==> src/rtl/nnrv_pkg.sv <==
// Shared RV32I opcode constants, instruction classes and immediate formats
// for the nnrv decode stage.
package nnrv_pkg;

  localparam logic [6:0] OPC_LUI    = 7'b0110111;
  localparam logic [6:0] OPC_AUIPC  = 7'b0010111;
  localparam logic [6:0] OPC_JAL    = 7'b1101111;
  localparam logic [6:0] OPC_JALR   = 7'b1100111;
  localparam logic [6:0] OPC_BRANCH = 7'b1100011;
  localparam logic [6:0] OPC_LOAD   = 7'b0000011;
  localparam logic [6:0] OPC_STORE  = 7'b0100011;
  localparam logic [6:0] OPC_OPIMM  = 7'b0010011;
  localparam logic [6:0] OPC_OP     = 7'b0110011;
  localparam logic [6:0] OPC_FENCE  = 7'b0001111;
  localparam logic [6:0] OPC_SYSTEM = 7'b1110011;

  typedef enum logic [3:0] {
    CLS_ILLEGAL = 4'd0,
    CLS_LUI     = 4'd1,
    CLS_AUIPC   = 4'd2,
    CLS_JAL     = 4'd3,
    CLS_JALR    = 4'd4,
    CLS_BRANCH  = 4'd5,
    CLS_LOAD    = 4'd6,
    CLS_STORE   = 4'd7,
    CLS_OPIMM   = 4'd8,
    CLS_OP      = 4'd9,
    CLS_FENCE   = 4'd10,
    CLS_SYSTEM  = 4'd11
  } cls_e;

  typedef enum logic [2:0] {
    IMM_NONE = 3'd0,
    IMM_I    = 3'd1,
    IMM_S    = 3'd2,
    IMM_B    = 3'd3,
    IMM_U    = 3'd4,
    IMM_J    = 3'd5
  } imm_fmt_e;

endpackage

==> src/rtl/nnrv_imm_gen.sv <==
// Combinational RV32I immediate extraction; every format sign-extends from inst[31].
module nnrv_imm_gen
  import nnrv_pkg::*;
#(
  parameter int XLEN = 32
) (
  input  logic [31:0]     inst,
  input  imm_fmt_e        fmt,
  output logic [XLEN-1:0] imm
);

  always_comb begin
    imm = '0;
    case (fmt)
      IMM_I:   imm = {{20{inst[31]}}, inst[31:20]};
      IMM_S:   imm = {{20{inst[31]}}, inst[31:25], inst[11:7]};
      IMM_B:   imm = {{19{inst[31]}}, inst[31], inst[7], inst[30:25], inst[11:8], 1'b0};
      IMM_U:   imm = {inst[31:12], 12'b0};
      IMM_J:   imm = {{11{inst[31]}}, inst[31], inst[19:12], inst[20], inst[30:21], 1'b0};
      default: imm = '0;
    endcase
  end

endmodule

==> src/rtl/nnrv_decode.sv <==
// RV32I decode / operand-fetch stage: same-cycle register-file read with
// write-back bypass, one registered output slot toward execute.
module nnrv_decode
  import nnrv_pkg::*;
#(
  parameter int              XLEN     = 32,
  parameter logic [XLEN-1:0] RESET_PC = '0
) (
  input  logic            i_clk,
  input  logic            i_rst,
  input  logic            i_inst_valid,
  input  logic [31:0]     i_inst,
  input  logic [XLEN-1:0] i_pc,
  output logic            o_inst_ready,
  output logic            o_r1_en,
  output logic            o_r2_en,
  output logic [4:0]      o_r1,
  output logic [4:0]      o_r2,
  input  logic [XLEN-1:0] i_r1_reg,
  input  logic [XLEN-1:0] i_r2_reg,
  input  logic            i_wb_en,
  input  logic [4:0]      i_wb,
  input  logic [XLEN-1:0] i_wb_reg,
  input  logic            i_flush,
  output logic            o_valid,
  input  logic            i_ready,
  output logic [XLEN-1:0] o_pc,
  output cls_e            o_class,
  output logic [2:0]      o_funct3,
  output logic            o_alt,
  output logic [4:0]      o_rd,
  output logic            o_rd_en,
  output logic [4:0]      o_rs1,
  output logic [4:0]      o_rs2,
  output logic [XLEN-1:0] o_rs1_val,
  output logic [XLEN-1:0] o_rs2_val,
  output logic [XLEN-1:0] o_imm,
  output logic            o_illegal
);

  logic [6:0] opcode;
  logic [2:0] funct3;
  logic [6:0] funct7;
  logic [4:0] rd_idx;
  assign opcode = i_inst[6:0];
  assign funct3 = i_inst[14:12];
  assign funct7 = i_inst[31:25];
  assign rd_idx = i_inst[11:7];
  assign o_r1   = i_inst[19:15];
  assign o_r2   = i_inst[24:20];

  cls_e     cls_raw, cls_next;
  logic     illegal_next;
  imm_fmt_e fmt;
  logic     rd_writes;
  logic [XLEN-1:0] imm_next, rs1_val_next, rs2_val_next;

  always_comb begin
    cls_raw      = CLS_ILLEGAL;
    illegal_next = 1'b0;
    case (opcode)
      OPC_LUI:    cls_raw = CLS_LUI;
      OPC_AUIPC:  cls_raw = CLS_AUIPC;
      OPC_JAL:    cls_raw = CLS_JAL;
      OPC_JALR:   cls_raw = CLS_JALR;
      OPC_FENCE:  cls_raw = CLS_FENCE;
      OPC_SYSTEM: cls_raw = CLS_SYSTEM;
      OPC_BRANCH: begin
        cls_raw      = CLS_BRANCH;
        illegal_next = (funct3 == 3'b010) || (funct3 == 3'b011);
      end
      OPC_LOAD: begin
        cls_raw      = CLS_LOAD;
        illegal_next = (funct3 == 3'b011) || (funct3 == 3'b110) || (funct3 == 3'b111);
      end
      OPC_STORE: begin
        cls_raw      = CLS_STORE;
        illegal_next = (funct3 > 3'b010);
      end
      OPC_OPIMM: begin
        // Only the shift-immediates carry a funct7 field
        cls_raw = CLS_OPIMM;
        if (funct3 == 3'b001) illegal_next = (funct7 != 7'h00);
        if (funct3 == 3'b101) illegal_next = (funct7 != 7'h00) && (funct7 != 7'h20);
      end
      OPC_OP: begin
        cls_raw      = CLS_OP;
        illegal_next = ((funct7 != 7'h00) && (funct7 != 7'h20)) ||
                       ((funct7 == 7'h20) && (funct3 != 3'b000) && (funct3 != 3'b101));
      end
      default: illegal_next = 1'b1;
    endcase
    if (i_inst[1:0] != 2'b11) illegal_next = 1'b1;
    cls_next = illegal_next ? CLS_ILLEGAL : cls_raw;
  end

  always_comb begin
    o_r1_en   = 1'b0;
    o_r2_en   = 1'b0;
    fmt       = IMM_NONE;
    rd_writes = 1'b0;
    case (cls_next)
      CLS_LUI, CLS_AUIPC: begin fmt = IMM_U; rd_writes = 1'b1; end
      CLS_JAL:            begin fmt = IMM_J; rd_writes = 1'b1; end
      CLS_JALR, CLS_LOAD, CLS_OPIMM: begin
        fmt = IMM_I; o_r1_en = 1'b1; rd_writes = 1'b1;
      end
      CLS_BRANCH: begin fmt = IMM_B; o_r1_en = 1'b1; o_r2_en = 1'b1; end
      CLS_STORE:  begin fmt = IMM_S; o_r1_en = 1'b1; o_r2_en = 1'b1; end
      CLS_OP:     begin o_r1_en = 1'b1; o_r2_en = 1'b1; rd_writes = 1'b1; end
      default: ;
    endcase
  end

  nnrv_imm_gen #(.XLEN(XLEN)) u_imm_gen (
    .inst (i_inst),
    .fmt  (fmt),
    .imm  (imm_next)
  );

  // The register file commits on the same edge, so a matching write-back wins
  always_comb begin
    rs1_val_next = '0;
    rs2_val_next = '0;
    if (o_r1_en && o_r1 != 5'd0)
      rs1_val_next = (i_wb_en && i_wb == o_r1) ? i_wb_reg : i_r1_reg;
    if (o_r2_en && o_r2 != 5'd0)
      rs2_val_next = (i_wb_en && i_wb == o_r2) ? i_wb_reg : i_r2_reg;
  end

  logic accept;
  assign o_inst_ready = !o_valid || i_ready;
  assign accept       = i_inst_valid && o_inst_ready && !i_flush;

  // Unused sources are stored as index 0 so the hold refresh never matches them
  always_ff @(posedge i_clk or negedge i_rst) begin
    if (!i_rst) begin
      o_valid   <= 1'b0;
      o_pc      <= RESET_PC;
      o_class   <= CLS_ILLEGAL;
      o_funct3  <= '0;
      o_alt     <= 1'b0;
      o_rd      <= '0;
      o_rd_en   <= 1'b0;
      o_rs1     <= '0;
      o_rs2     <= '0;
      o_rs1_val <= '0;
      o_rs2_val <= '0;
      o_imm     <= '0;
      o_illegal <= 1'b0;
    end else if (i_flush) begin
      o_valid <= 1'b0;
    end else if (accept) begin
      o_valid   <= 1'b1;
      o_pc      <= i_pc;
      o_class   <= cls_next;
      o_funct3  <= funct3;
      o_alt     <= i_inst[30];
      o_rd      <= rd_idx;
      o_rd_en   <= rd_writes && (rd_idx != 5'd0);
      o_rs1     <= o_r1_en ? o_r1 : 5'd0;
      o_rs2     <= o_r2_en ? o_r2 : 5'd0;
      o_rs1_val <= rs1_val_next;
      o_rs2_val <= rs2_val_next;
      o_imm     <= imm_next;
      o_illegal <= illegal_next;
    end else if (o_valid && i_ready) begin
      o_valid <= 1'b0;
    end else if (o_valid) begin
      if (i_wb_en && i_wb != 5'd0 && i_wb == o_rs1) o_rs1_val <= i_wb_reg;
      if (i_wb_en && i_wb != 5'd0 && i_wb == o_rs2) o_rs2_val <= i_wb_reg;
    end
  end

endmodule

==> config.mk <==
export PLATFORM = sky130hd
export DESIGN_NAME = nnrv_decode
export DESIGN_NICKNAME = d
export VERILOG_FILES = /design/src/rtl/nnrv_pkg.sv /design/src/rtl/nnrv_imm_gen.sv /design/src/rtl/nnrv_decode.sv
export SDC_FILE = /design/constraint.sdc
export NUM_CORES = 1
export LEC_CHECK = 0
export CAP_MARGIN = 30
export CORE_AREA = 4 4 131 133
export DETAILED_ROUTE_END_ITERATION = 10
export DIE_AREA = 0 0 135 137
export DONT_BUFFER_PORTS = 1
export GPL_ROUTABILITY_DRIVEN = 1
export PLACE_DENSITY = 0.66
export SYNTH_ARGS = -nofsm -noshare
export SYNTH_HDL_FRONTEND = slang
export SYNTH_HIERARCHICAL = 1
export SYNTH_SLANG_ARGS = --single-unit
==> constraint.sdc <==
create_clock -name i_clk -period 1.72 [get_ports i_clk]
set_input_delay 0.258 -clock i_clk [delete_from_list [all_inputs] [get_ports i_clk]]
set_output_delay 0.258 -clock i_clk [all_outputs]
set_load 0.02 [all_outputs]
==> results of run 1 <==
area by class of cell:
cell class                 count  area share (%)
antenna                        2          0.0464
inverter                       3           0.104
sequential                   154            35.8
clock inverter                15            2.08
tap                          216            2.51
timing repair buffer         235            22.2
clock buffer                  17            3.95
multi-input combinational    549            33.3
cells in the mapped netlist, drive strengths merged (2+ instances only):
library cell / count / share of area, %
and4b: 2 / 0.28
nor3: 9 / 0.59
dfrtp: 154 / 50
o211ai: 3 / 0.29
nor2: 18 / 1.1
nand3b: 3 / 0.29
a31oi: 3 / 0.44
nor2b: 41 / 3.5
nand2: 247 / 12
a22o: 14 / 1.6
o21bai: 3 / 0.44
clkbuf: 17 / 0.96
buf: 45 / 4.7
nor4: 6 / 0.88
o21ai: 18 / 1.2
a21o: 8 / 0.78
nand3: 5 / 0.33
o31ai: 2 / 0.20
a21oi: 11 / 0.77
a311oi: 2 / 0.23
inv: 3 / 0.15
and2b: 31 / 3.4
a2bb2oi: 2 / 0.23
and2: 9 / 0.74
xor2: 17 / 1.9
xnor2: 4 / 0.46
and3: 2 / 0.18
nand4: 3 / 0.44
nand2b: 5 / 0.41
a221o: 64 / 8.4
a31o: 2 / 0.23
metrics by stage:
| stage | setup WS [ps] | utilization [%] | setup TNS (ps) | total power [W] |
|---|---|---|---|---|
| 6_report | -374 | 68.1 | -25440 | 0.00970 |
| 5_1_grt | -463 | 68.1 | -34990 | 0.0100 |
| 4_1_cts | -345 | 67.2 | -22950 | 0.00968 |
| 3_5_place_dp | -656 | 51.9 | -43720 | 0.00524 |
| 3_3_place_gp | -646 | 51.9 | -41880 | 0.00520 |
| 2_1_floorplan | -603 | - | -32430 | 0.00504 |
worst paths after layout:
check	start	end	cells past startpoint
min reg2reg	o_rd[1]$_DFFE_PN0P_	o_rd[1]$_DFFE_PN0P_	2
min	i_rst	o_rs1_val[0]$_DFFE_PN0P_	0
max in group asynchronous	i_rst	o_rs2[2]$_DFFE_PN0P_	0
max reg2reg	o_rs1[0]$_DFFE_PN0P_	o_rs1_val[8]$_DFFE_PN0P_	7
max	o_rs1[0]$_DFFE_PN0P_	o_rs1_val[8]$_DFFE_PN0P_	7
min in group i_clk	i_wb_reg[28]	o_rs2_val[28]$_DFFE_PN0P_	1
cells in the final DEF, fill, tap and decap left out, types with 5 or more instances in the layout:
master	synthesis	routed
sky130_fd_sc_hd__inv_8	0	6
sky130_fd_sc_hd__buf_4	14	56
sky130_fd_sc_hd__a21oi_1	10	8
sky130_fd_sc_hd__nand2_1	247	243
sky130_fd_sc_hd__buf_6	13	15
sky130_fd_sc_hd__a22o_1	14	14
sky130_fd_sc_hd__clkbuf_16	0	18
sky130_fd_sc_hd__nor3_1	9	6
sky130_fd_sc_hd__o21ai_2	0	11
sky130_fd_sc_hd__xor2_1	17	15
sky130_fd_sc_hd__a21o_1	8	8
sky130_fd_sc_hd__a221o_1	62	62
sky130_fd_sc_hd__dfrtp_1	154	151
sky130_fd_sc_hd__dlygate4sd3_1	0	148
sky130_fd_sc_hd__and2_1	9	5
sky130_fd_sc_hd__and2b_1	12	11
sky130_fd_sc_hd__buf_12	0	12
sky130_fd_sc_hd__nor2_1	16	13
sky130_fd_sc_hd__nor2b_1	38	30
sky130_fd_sc_hd__nor2b_4	1	7
sky130_fd_sc_hd__and2b_2	19	20
flip-flops by register name, summed over array words and instances (netlist names), 3 cells and up:
| signal | flops |
|---|---|
| o_class | 4 |
| o_rs2 | 5 |
| o_imm | 32 |
| o_rs1 | 5 |
| o_funct3 | 3 |
| o_rs1_val | 32 |
| o_rd | 5 |
| o_rs2_val | 32 |
| o_pc | 32 |
report_power, final:
part           total (W)  internal [W]  switching [W]
Clock            0.00408       0.00238        0.00170
Sequential       0.00448       0.00389       0.000585
Combinational    0.00114      0.000635       0.000507
Total            0.00970       0.00691        0.00279
logic make-up (layout without fill, tap and decap cells):
kind of cell	after synthesis	in the layout	synth area share (%)
buffers and inverters	65	270	5.85
multiplexers	1	1	0.147
flip-flops	154	154	50.4
AO/OA/AOI/OAI	138	138	15.9
other	0	2	0
AND/OR/NAND/NOR	389	389	25.3
XOR/XNOR	21	21	2.40
worst max-delay path, stage by stage, from the launching register on:
cell	delay, ps
sky130_fd_sc_hd__dfrtp_1	400
sky130_fd_sc_hd__xor2_1	150
sky130_fd_sc_hd__nor4_1	290
sky130_fd_sc_hd__nand4_1	180
sky130_fd_sc_hd__a21oi_2	200
sky130_fd_sc_hd__buf_12	190
sky130_fd_sc_hd__and2b_2	240
sky130_fd_sc_hd__a221o_1	290
metal layers:
| layer | part of all wire, % | vias to the layer above | track usage [%] | routed length (um) |
|---|---|---|---|---|
| met3 | 11 | 80 | 10.3 | 2890 |
| met1 | 35 | 3363 | 31.1 | 9520 |
| met4 | 3.8 | 0 | 12.3 | 1030 |
| met2 | 51 | 451 | 50.2 | 14100 |
| met5 | 0 | - | 0 | 0 |
| li1 | - | 3011 | - | - |
timing repair:
action | in CTS | in global routing
cloned | 3 | 1
hold endpoints to repair | 269 | 154
gates resized for setup | 35 | 30
buffers inserted | 13 | 5
pin swaps | 13 | 11
endpoints found under the setup margin | 103 | 99
==> results.md, run 1 <==
* Status: complete, but fails checks
* Failing checks: hold timing, setup timing
* Count of flip-flops with a built-in enable after synthesis at 0
* Largest buffer count on any clock path at 2
* Final std cells w/o fill at 1191
* Vias post-DR at between 6000 and 7000
* Most instantiated flip-flop cell in the synthesis netlist: sky130_fd_sc_hd__dfrtp_1
* Worst Hold Class: in2async
* Filler Cell Count at 1122
* CTS buffer count at 17
* Share of post-route cells with drive strength above 1 at 21.5%
* Maximum frequency from static timing analysis at 478 MHz
* Placement Cell Area at 8210 um^2
* Die outline area at around 18000 um^2
* Number of nets in the layout at around 1100
* Total wirelength of the detailed-routed design at between 20000 and 30000 um
* Routed WL per cell at 23.1 um
* Wire length of the first global-routing pass at 40900 um
* Post-Layout Inst Area at 10800 um^2
* Post-DRT Antenna Nets at 0
* Number of vias per cell after detailed routing at 5.80
* Min setup slack post-route at -374 ps
* RSZ-0062 raised after global routing: true
* Total area of sequential cells at 3860 um^2
* Number of different library cells in the post-synthesis netlist at 64
* Pwr per Cell Area at 900 nW/um^2
* DRC errors left at 0
* Reg clk slew, reported paths at 70 ps
* Synthesized net count at 939
* Worst Setup Path Type: reg2reg
* Data arrival at the endpoint of the critical path at 2390 ps
* Crit path launch type: flop
* Pre-antenna DRT Iters at 5
* Root buffer selected by CTS: sky130_fd_sc_hd__clkbuf_16
* Number of instances in the synthesized netlist at 768
* Setup slack, reg-to-reg at -370 ps
* Measured slew at the worst slew-check pin at approximately 600 ps
* TritonCTS clock tree: yes
* Post-route clock skew at 8.38 ps
* Total core area at 15800 um^2
* Share of the yosys chip area belonging to registers at between 50% and 60%
* Total placed cells including tap cells at 989
* Number of global-route vias before repair at 7178
* Drt initial violations at 422
* Slew HR at about three fifths
* Final worst path period need at 2090 ps
* IO Count at 338
* Area Overhead vs Synth at 40.8%
* Summed instance area of the synthesized netlist at 7650 um^2
* All-layer global routing usage at between 20% and 30%
* Count of standard-cell rows at 46
* Critical-path maximum fanout at 32
* Initial antenna violation count at 2
* Number of buffers added on ports at 0
* Die boundary height at 137 um
* Synthesis Warnings at 6
* Async set-reset flop share out of synthesis at between 90% and 100%
* Post-Route Hold Slack at -479 ps
* Latest clock arrival within the worst-skew pair at 420 ps
* H-tree levels at 4
* Nature of the critical path endpoint: flop
* Syn avg cell area at 9.96 um^2
* Gpl congestion at 0.903
* Die X-Extent at 135 um
* Total area of multi-input combinational cells at 3590 um^2
* GR Overflow Total at 0
* Final cycle utilization of the critical path at 122%
* Num Clock Sinks at 154
* Placed wire-length estimate after detailed placement at around 17000 um
* Largest net degree at the start of global routing at 155
* Static power due to leakage at 5.24 nW
* Final Max Tran Viols at 0
* Effective utilization at floorplan at 48.3%
* Peak supply drop at 0.000877 V
* Quantity of hold-fixing buffers added after cts at between 100 and 150
* Final hold violation count at 154
* Count of max-cap constraint violations at 0
* Setup Viol. Count Final at 96
* Required time reported for the critical path endpoint at between 2000 and 2500 ps
* Count of state elements after synthesis at ~150
Power figures use the tool's default switching activity.
==> run 2, diff against run 1 <==
--- a/config.mk
+++ b/config.mk
@@ -10,7 +10,7 @@
 export DETAILED_ROUTE_END_ITERATION = 10
 export DIE_AREA = 0 0 135 137
 export DONT_BUFFER_PORTS = 1
-export GPL_ROUTABILITY_DRIVEN = 1
+export GPL_ROUTABILITY_DRIVEN = 0
 export PLACE_DENSITY = 0.66
 export SYNTH_ARGS = -nofsm -noshare
 export SYNTH_HDL_FRONTEND = slang
==> constraint.sdc (replaced) <==
create_clock -name i_clk -period 1.72 [get_ports i_clk]
set_input_delay 0.258 -clock i_clk [delete_from_list [all_inputs] [get_ports i_clk]]
set_output_delay 0.258 -clock i_clk [all_outputs]
set_load 0.05 [all_outputs]
==> results.md, run 2 (synthesis results as in run 1) <==
* Status: complete, but fails checks
* Failing checks: hold timing, setup timing
* Setup Viol. Count Final at 116 (+21%)
* Post-Route Hold Slack at -468 ps (+10.8 ps)
* Wire length of the first global-routing pass at 43300 um (+5.9%)
* TritonCTS clock tree: yes
* Setup slack, reg-to-reg at -400 ps (-20 ps)
* Static power due to leakage at 5.54 nW (+5.8%)
* Post-Layout Inst Area at 11200 um^2 (+4.1%)
* Number of buffers added on ports at 0 (unchanged)
* Measured slew at the worst slew-check pin at 686 ps (+88.0 ps)
* Largest buffer count on any clock path at 2 (unchanged)
* Worst Setup Path Type: reg2reg
* Filler Cell Count at 1057 (-5.8%)
* Tot Pwr at 0.0100 W (+3.1%)
* Die X-Extent at 135 um (unchanged)
* Min setup slack post-route at -396 ps (-22.1 ps)
* Post-route clock skew at 8.44 ps (+0.0656 ps)
* Placement Cell Area at 8680 um^2 (+5.8%)
* Number of global-route vias before repair at 7518 (+4.7%)
* Num Clock Sinks at 154 (unchanged)
* Required time reported for the critical path endpoint at 2070 ps (+60 ps)
* Reg clk slew, reported paths at 60 ps (about the same)
* Leading cell type in the layout, fill and taps excluded: sky130_fd_sc_hd__nand2_1
* Diode count at 0 (-2)
* Data arrival at the endpoint of the critical path at 2460 ps (+70 ps)
* H-tree levels at 4 (unchanged)
* CTS buffer count at 17 (unchanged)
* Net Switching at 0.00334 W (+20%)
* Share of post-route cells with drive strength above 1 at 27.0% (+5.5 points)
* GR Overflow Total at 0 (unchanged)
* Vias post-DR at 7386 (+7.0%)
* Final cycle utilization of the critical path at 123% (+1.3 points)
* Design internal power at 0.00665 W (-3.7%)
* Pre-antenna DRT Iters at 6 (+1)
* Effective utilization at floorplan at 48.3% (unchanged)
* Pwr per Cell Area at 891 nW/um^2 (-0.94%)
* Seq pwr share at 46.9% (+0.7 points)
* IO Count at 338 (unchanged)
* RSZ-0062 raised after global routing: true
* Total core area at 15800 um^2 (unchanged)
* Peak supply drop at 0.000675 V (-23%)
* Total wirelength of the detailed-routed design at 29800 um (+8.2%)
* Worst Hold Class: in2async
* Crit path launch type: flop
* Initial antenna violation count at 0 (-2)
* Final worst path period need at 2120 ps (+22.1 ps)
* Placed wire-length estimate after detailed placement at 18100 um (+6.6%)
* Gate power share at 17.7% (+5.9 points)
* Post-DRT Antenna Nets at 0 (unchanged)
* Number of vias per cell after detailed routing at 5.90 (+1.8%)
* Nature of the critical path endpoint: flop
* Power share of the clock group at 35.5% (-6.6 points)
* Routed WL per cell at 23.8 um (+3.0%)
* Number of nets in the layout at 1196 (+5.7%)
* All-layer global routing usage at 30.4% (+1.9 points)
* Final TNS setup at -32560 ps (-7120 ps)
* Root buffer selected by CTS: sky130_fd_sc_hd__clkbuf_16
* Slew HR at 54.2% (-6.0 points)
* Latest clock arrival within the worst-skew pair at 410 ps (about the same)
* Most frequent cells in the layout: 238 x sky130_fd_sc_hd__nand2_1, 150 x sky130_fd_sc_hd__dlygate4sd3_1, 147 x sky130_fd_sc_hd__dfrtp_1, 123 x sky130_fd_sc_hd__buf_4, 62 x sky130_fd_sc_hd__a221o_1
* Count of standard-cell rows at 46 (unchanged)
* Switching part of the total at 33.4% (+4.7 points)
* Drt initial violations at 602 (+43%)
* Final Max Tran Viols at 0 (unchanged)
* Maximum frequency from static timing analysis at 473 MHz (-1.0%)
* Die boundary height at 137 um (unchanged)
* Area Overhead vs Synth at 46.5%
* Final hold violation count at 154 (unchanged)
* Critical-path maximum fanout at 10 (-69%)
* DRC errors left at 0 (unchanged)
* Largest net degree at the start of global routing at 155 (unchanged)
* Die outline area at 18500 um^2 (unchanged)
* Count of max-cap constraint violations at 0 (unchanged)
run 2: cell types whose count changed in the layout (fill, tap and decap cells not counted), moves of 5 or more:
cell | before | now
sky130_fd_sc_hd__inv_8 | 6 | 1
sky130_fd_sc_hd__nor2b_4 | 7 | 2
sky130_fd_sc_hd__buf_6 | 15 | 10
sky130_fd_sc_hd__buf_4 | 56 | 123
sky130_fd_sc_hd__nor2b_1 | 30 | 37
sky130_fd_sc_hd__nand2_1 | 243 | 238
run 2: final timing paths:
check	startpoint	to	depth (start not counted)
hold reg to reg	o_rs1_val[2]$_DFFE_PN0P_	o_rs1_val[2]$_DFFE_PN0P_	2
setup / recovery	o_rs2[2]$_DFFE_PN0P_	o_rs2_val[30]$_DFFE_PN0P_	8
setup reg to reg	o_rs2[2]$_DFFE_PN0P_	o_rs2_val[30]$_DFFE_PN0P_	8
min in group i_clk	i_wb_reg[8]	o_rs1_val[8]$_DFFE_PN0P_	1
hold / removal	i_rst	o_rs1_val[14]$_DFFE_PN0P_	0
max in group asynchronous	i_rst	o_imm[23]$_DFFE_PN0P_	0
run 2: metrics by stage:
| step | utilization [%] | hold slack (ps) | setup WS (ps) | instances |
|---|---|---|---|---|
| after floorplan | - | -37.6 | -603 | 768 |
| after global placement | 54.8 | -31.8 | -582 | 1052 |
| after detailed placement | 54.8 | -32.0 | -657 | 1052 |
| after CTS | 68.2 | -482 | -363 | 1230 |
| after global routing | 70.8 | -492 | -471 | 1252 |
| final | 70.8 | -468 | -396 | 1252 |
run 2: timing repair:
item,in CTS,in global routing
endpoints found under the hold margin,264,158
hold buffers,142,8
gates cloned,1,5
setup endpoints to repair,117,137
pin swaps,11,23
gates resized for setup,25,34
setup buffers,6,10
run 2: routing by layer:
metal | global-route usage, % | wire length (um) | vias to the layer above
li1 | - | - | 3151
met1 | 34.2 | 10400 | 3681
met2 | 53.2 | 15400 | 469
met3 | 10.6 | 2980 | 85
met4 | 11.8 | 1030 | 0
met5 | 0 | 0 | -
run 2: area by class of cell:
class | count | area (um^2) | area share, %
Clock buffer | 17 | 425 | 3.79
Clock inverter | 13 | 123 | 1.09
Inverter | 3 | 11.3 | 0.100
Multi-Input combinational cell | 549 | 3620 | 32.3
Sequential cell | 154 | 3860 | 34.4
Tap cell | 216 | 270 | 2.41
Timing Repair Buffer | 300 | 2900 | 25.9
run 2: worst max-delay path, cell delays in order, from the launching register on:
cell	delay, ps
sky130_fd_sc_hd__dfrtp_2	440
sky130_fd_sc_hd__xor2_2	170
sky130_fd_sc_hd__nor4_4	300
sky130_fd_sc_hd__a31oi_4	140
sky130_fd_sc_hd__or3b_4	400
sky130_fd_sc_hd__o2bb2ai_4	150
sky130_fd_sc_hd__buf_12	140
sky130_fd_sc_hd__clkbuf_16	150
sky130_fd_sc_hd__a221o_1	150
run 2: power groups by stage:
stage / clock network, W / registers [W] / logic [W]
after detailed placement: 0 / 0.00473 / 0.00133
final: 0.00354 / 0.00468 / 0.00177
after CTS: 0.00360 / 0.00467 / 0.00164
after floorplan: 0 / 0.00508 / 0.000631
after global placement: 0 / 0.00472 / 0.00130
after global routing: 0.00379 / 0.00471 / 0.00186
==> run 3, diff against run 2 <==
--- a/config.mk
+++ b/config.mk
@@ -5,13 +5,14 @@
 export SDC_FILE = /design/constraint.sdc
 export NUM_CORES = 1
 export LEC_CHECK = 0
+export ABC_AREA = 1
 export CAP_MARGIN = 30
-export CORE_AREA = 4 4 131 133
+export CORE_MARGIN = 4
+export CORE_UTILIZATION = 55
 export DETAILED_ROUTE_END_ITERATION = 10
-export DIE_AREA = 0 0 135 137
 export DONT_BUFFER_PORTS = 1
 export GPL_ROUTABILITY_DRIVEN = 0
-export PLACE_DENSITY = 0.66
+export PLACE_DENSITY = 0.73
 export SYNTH_ARGS = -nofsm -noshare
 export SYNTH_HDL_FRONTEND = slang
 export SYNTH_HIERARCHICAL = 1
==> results.md, run 3 <==
* Most frequent CP cell: sky130_fd_sc_hd__nand2_2
* Critical-path maximum fanout at 5 (-5)
* Reg clk slew, reported paths at 60 ps (about the same)
* Total core area at 16000 um^2 (+1.1%)
* Num Clock Sinks at 154 (unchanged)
* Placed wire-length estimate after detailed placement at 21400 um (+18%)
* Async set-reset flop share out of synthesis at 100% (unchanged)
* Final hold violation count at 154 (unchanged)
* Setup Viol. Count Final at 69 (-41%)
* H-tree levels at 4 (unchanged)
* Most instantiated flip-flop cell in the synthesis netlist: sky130_fd_sc_hd__dfrtp_1
* Number of nets in the layout at 1577 (+32%)
* Pre-antenna DRT Iters at 6 (unchanged)
* Share of the core filled with cells in the final layout at 76.0% (+5.1 points)
* Count of flip-flops with a built-in enable after synthesis at 0 (unchanged)
* Min setup slack post-route at -280 ps (+116 ps)
* Delay of the slowest critical-path stage at 170 ps (-270 ps)
* Yosys top cell by area: sky130_fd_sc_hd__dfrtp_1
* Total placed cells including tap cells at 1521 (+45%)
* Data arrival at the endpoint of the critical path at 1740 ps (-720 ps)
* Post-Route Hold Slack at -475 ps (-7.17 ps)
* Cell family contributing the most delay on the critical path: buffers and inverters
* Number of instances in the synthesized netlist at 1311 (+71%)
* Worst Setup Path Type: in2out
* Number of different library cells in the post-synthesis netlist at 37 (-42%)
* Setup slack, reg-to-reg at -100 ps (+300 ps)
* Critical R2R Launch: o_rs1[1]$_DFFE_PN0P_
* Synth top area share at 42.5% (-7.8 points)
* Count of max-cap constraint violations at 0 (unchanged)
* Number of buffers added on ports at 0 (unchanged)
* Largest net degree at the start of global routing at 155 (unchanged)
* Vias post-DR at 9914 (+34%)
* Initial antenna violation count at 0 (unchanged)
* Die boundary height at 136 um (-0.46%)
* CTS buffer count at 17 (unchanged)
* Final std cells w/o fill at 1635 (+31%)
* Ranking of synthesized cells by instance count: 356 x sky130_fd_sc_hd__nand2_1, 257 x sky130_fd_sc_hd__nor2_1, 154 x sky130_fd_sc_hd__dfrtp_1, 107 x sky130_fd_sc_hd__nand4_1, 100 x sky130_fd_sc_hd__a21oi_1
* Series of cell instances along the critical path: inv_2 > nand2_2 > nor2_4 > nand2_2 > nand2_2 > nor2_1 > nand2_1 > clkinv_1 > buf_4 > nand4_4 > buf_4 > nand2_8 > buf_12 > buf_12
* Total area of multi-input combinational cells at 5060 um^2 (+40%)
* RSZ-0062 raised after global routing: true
* Filler Cell Count at 1153 (+9.1%)
* Root buffer selected by CTS: sky130_fd_sc_hd__clkbuf_16
* Latest clock arrival within the worst-skew pair at 430 ps (+20 ps)
* Status: complete, but fails checks
* Count of state elements after synthesis at 154 (unchanged)
* Most frequent cells in the layout: 321 x sky130_fd_sc_hd__nand2_1, 202 x sky130_fd_sc_hd__nor2_1, 147 x sky130_fd_sc_hd__dfrtp_1, 107 x sky130_fd_sc_hd__nand4_1, 90 x sky130_fd_sc_hd__inv_1
* DRC errors left at 0 (unchanged)
* GR Overflow Total at 0 (unchanged)
* Total wirelength of the detailed-routed design at 35400 um (+19%)
* Post-route clock skew at 8.89 ps (+0.444 ps)
* Worst setup slack after placement at -744 ps (-86.5 ps)
* Number of global-route vias before repair at 9561 (+27%)
* Worst Hold Class: in2async
* Synthesis Warnings at 6 (unchanged)
* Count of standard-cell rows at 46 (unchanged)
* Critical path buffers and inverters at 6 (+4)
* Synthesized net count at 1482 (+58%)
* Effective utilization at floorplan at 56.6% (+8.3 points)
* Worst setup startpoint: i_inst[2]
* Nature of the critical path endpoint: output port
* Post-DRT Antenna Nets at 0 (unchanged)
* Largest cells by area after synthesis: sky130_fd_sc_hd__dfrtp_1 43%, sky130_fd_sc_hd__nand2_1 15%, sky130_fd_sc_hd__nor2_1 11%
* Area Overhead vs Synth at 34.2%
* Die outline area at 18600 um^2 (+0.54%)
* Slowest library cell on the worst path: sky130_fd_sc_hd__nor2_4
* Die X-Extent at 136 um (+1.0%)
* Failing checks: hold timing, setup timing
* Slew HR at 59.4% (+5.2 points)
* Placement Cell Area at 9920 um^2 (+14%)
* Most repeated cell in the gate-level netlist after synthesis: sky130_fd_sc_hd__nand2_1
* Leading cell type in the layout, fill and taps excluded: sky130_fd_sc_hd__nand2_1
* Static power due to leakage at 5.96 nW (+7.4%)
* Wire length of the first global-routing pass at 52800 um (+22%)
* Pwr per Cell Area at 952 nW/um^2 (+6.8%)
* Peak supply drop at 0.000755 V (+12%)
* Post-Layout Inst Area at 12200 um^2 (+8.4%)
* Summed instance area of the synthesized netlist at 9060 um^2 (+18%)
* Largest buffer count on any clock path at 2 (unchanged)
* Maximum frequency from static timing analysis at 500 MHz (+5.8%)
* Routed WL per cell at 21.6 um (-9.1%)
* Share of post-route cells with drive strength above 1 at 24.7% (-2.3 points)
* TritonCTS clock tree: yes
* All-layer global routing usage at 36.4% (+6.0 points)
* Number of vias per cell after detailed routing at 6.06 (+2.8%)
* Syn avg cell area at 6.91 um^2 (-31%)
* Total area of sequential cells at 3860 um^2 (unchanged)
* Required time reported for the critical path endpoint at 1460 ps (-610 ps)
* Final Max Tran Viols at 0 (unchanged)
* Drt initial violations at 1082 (+80%)
* Diode count at 0 (unchanged)
* Final worst path period need at 2000 ps (-116 ps)
* Crit path launch type: input port
* Measured slew at the worst slew-check pin at 609 ps (-76.6 ps)
* IO Count at 338 (unchanged)
* Share of the yosys chip area belonging to registers at 42.5% (-7.8 points)
* Final cycle utilization of the critical path at 116% (-6.8 points)
-- run 3: worst register-to-register path: cells and delay by family, from the launching register on --
kind	cells	cell delay, ps
compound gates	2	230
simple gates	4	600
buf+inv	2	300
flops	1	420
xor+xnor	1	150
-- run 3: worst paths after layout --
| check | endpoint | depth (start not counted) |
|---|---|---|
| min reg2reg | o_rs2[1]$_DFFE_PN0P_ | 2 |
| max | o_r1_en | 14 |
| max reg2reg | o_rs1_val[21]$_DFFE_PN0P_ | 9 |
| min in group i_clk | o_rs2[2]$_DFFE_PN0P_ | 2 |
| max in group asynchronous | o_imm[15]$_DFFE_PN0P_ | 0 |
| min | o_rs1_val[19]$_DFFE_PN0P_ | 0 |
-- run 3: report_power, final --
| group | internal, W | total (W) | switching [W] | leakage (nW) |
|---|---|---|---|---|
| registers | 0.00402 | 0.00596 | 0.00194 | 1.90 |
| clock network | 0.00237 | 0.00403 | 0.00165 | 0.300 |
| logic | 0.000668 | 0.00159 | 0.000924 | 3.76 |
-- run 3: area by class of cell --
cell class	instances	share of cell area, %
Sequential cell	154	31.8
Tap cell	216	2.22
Clock inverter	13	1.48
Inverter	115	3.83
Multi-Input combinational cell	947	41.7
Timing Repair Buffer	171	15.4
Clock buffer	19	3.64
-- run 3: repair_timing --
action	4_1_cts	5_1_grt
endpoints found under the hold margin	200	155
gates cloned	7	1
pin swaps	20	37
hold buffers	46	1
resized for setup	112	115
setup buffers	23	11
endpoints found under the setup margin	67	105
-- run 3: through the flow --
stage	setup TNS [ps]	power, W
final	-5940	0.0116
after detailed placement	-42550	0.00718
after global routing	-15590	0.0120
after floorplan	-5160	0.00678
after CTS	-4390	0.0115
after global placement	-39260	0.00714
-- run 3: layer usage --
metal	wire length, um	GRT usage [%]	vias to the layer above
li1	-	-	4406
met1	12600	45.7	4565
met2	16100	56.0	779
met3	4860	13.2	164
met4	1850	17.4	0
met5	0	0	-
-- run 3: cells by family (layout without fill, tap and decap cells) --
family	after synthesis	after routing	synth area share (%)
flip-flops	154	154	42.5
XOR/XNOR	9	9	0.870
buffers and inverters	210	318	10.2
AND/OR/NAND/NOR	807	807	38.8
AO/OA/AOI/OAI	131	131	7.61
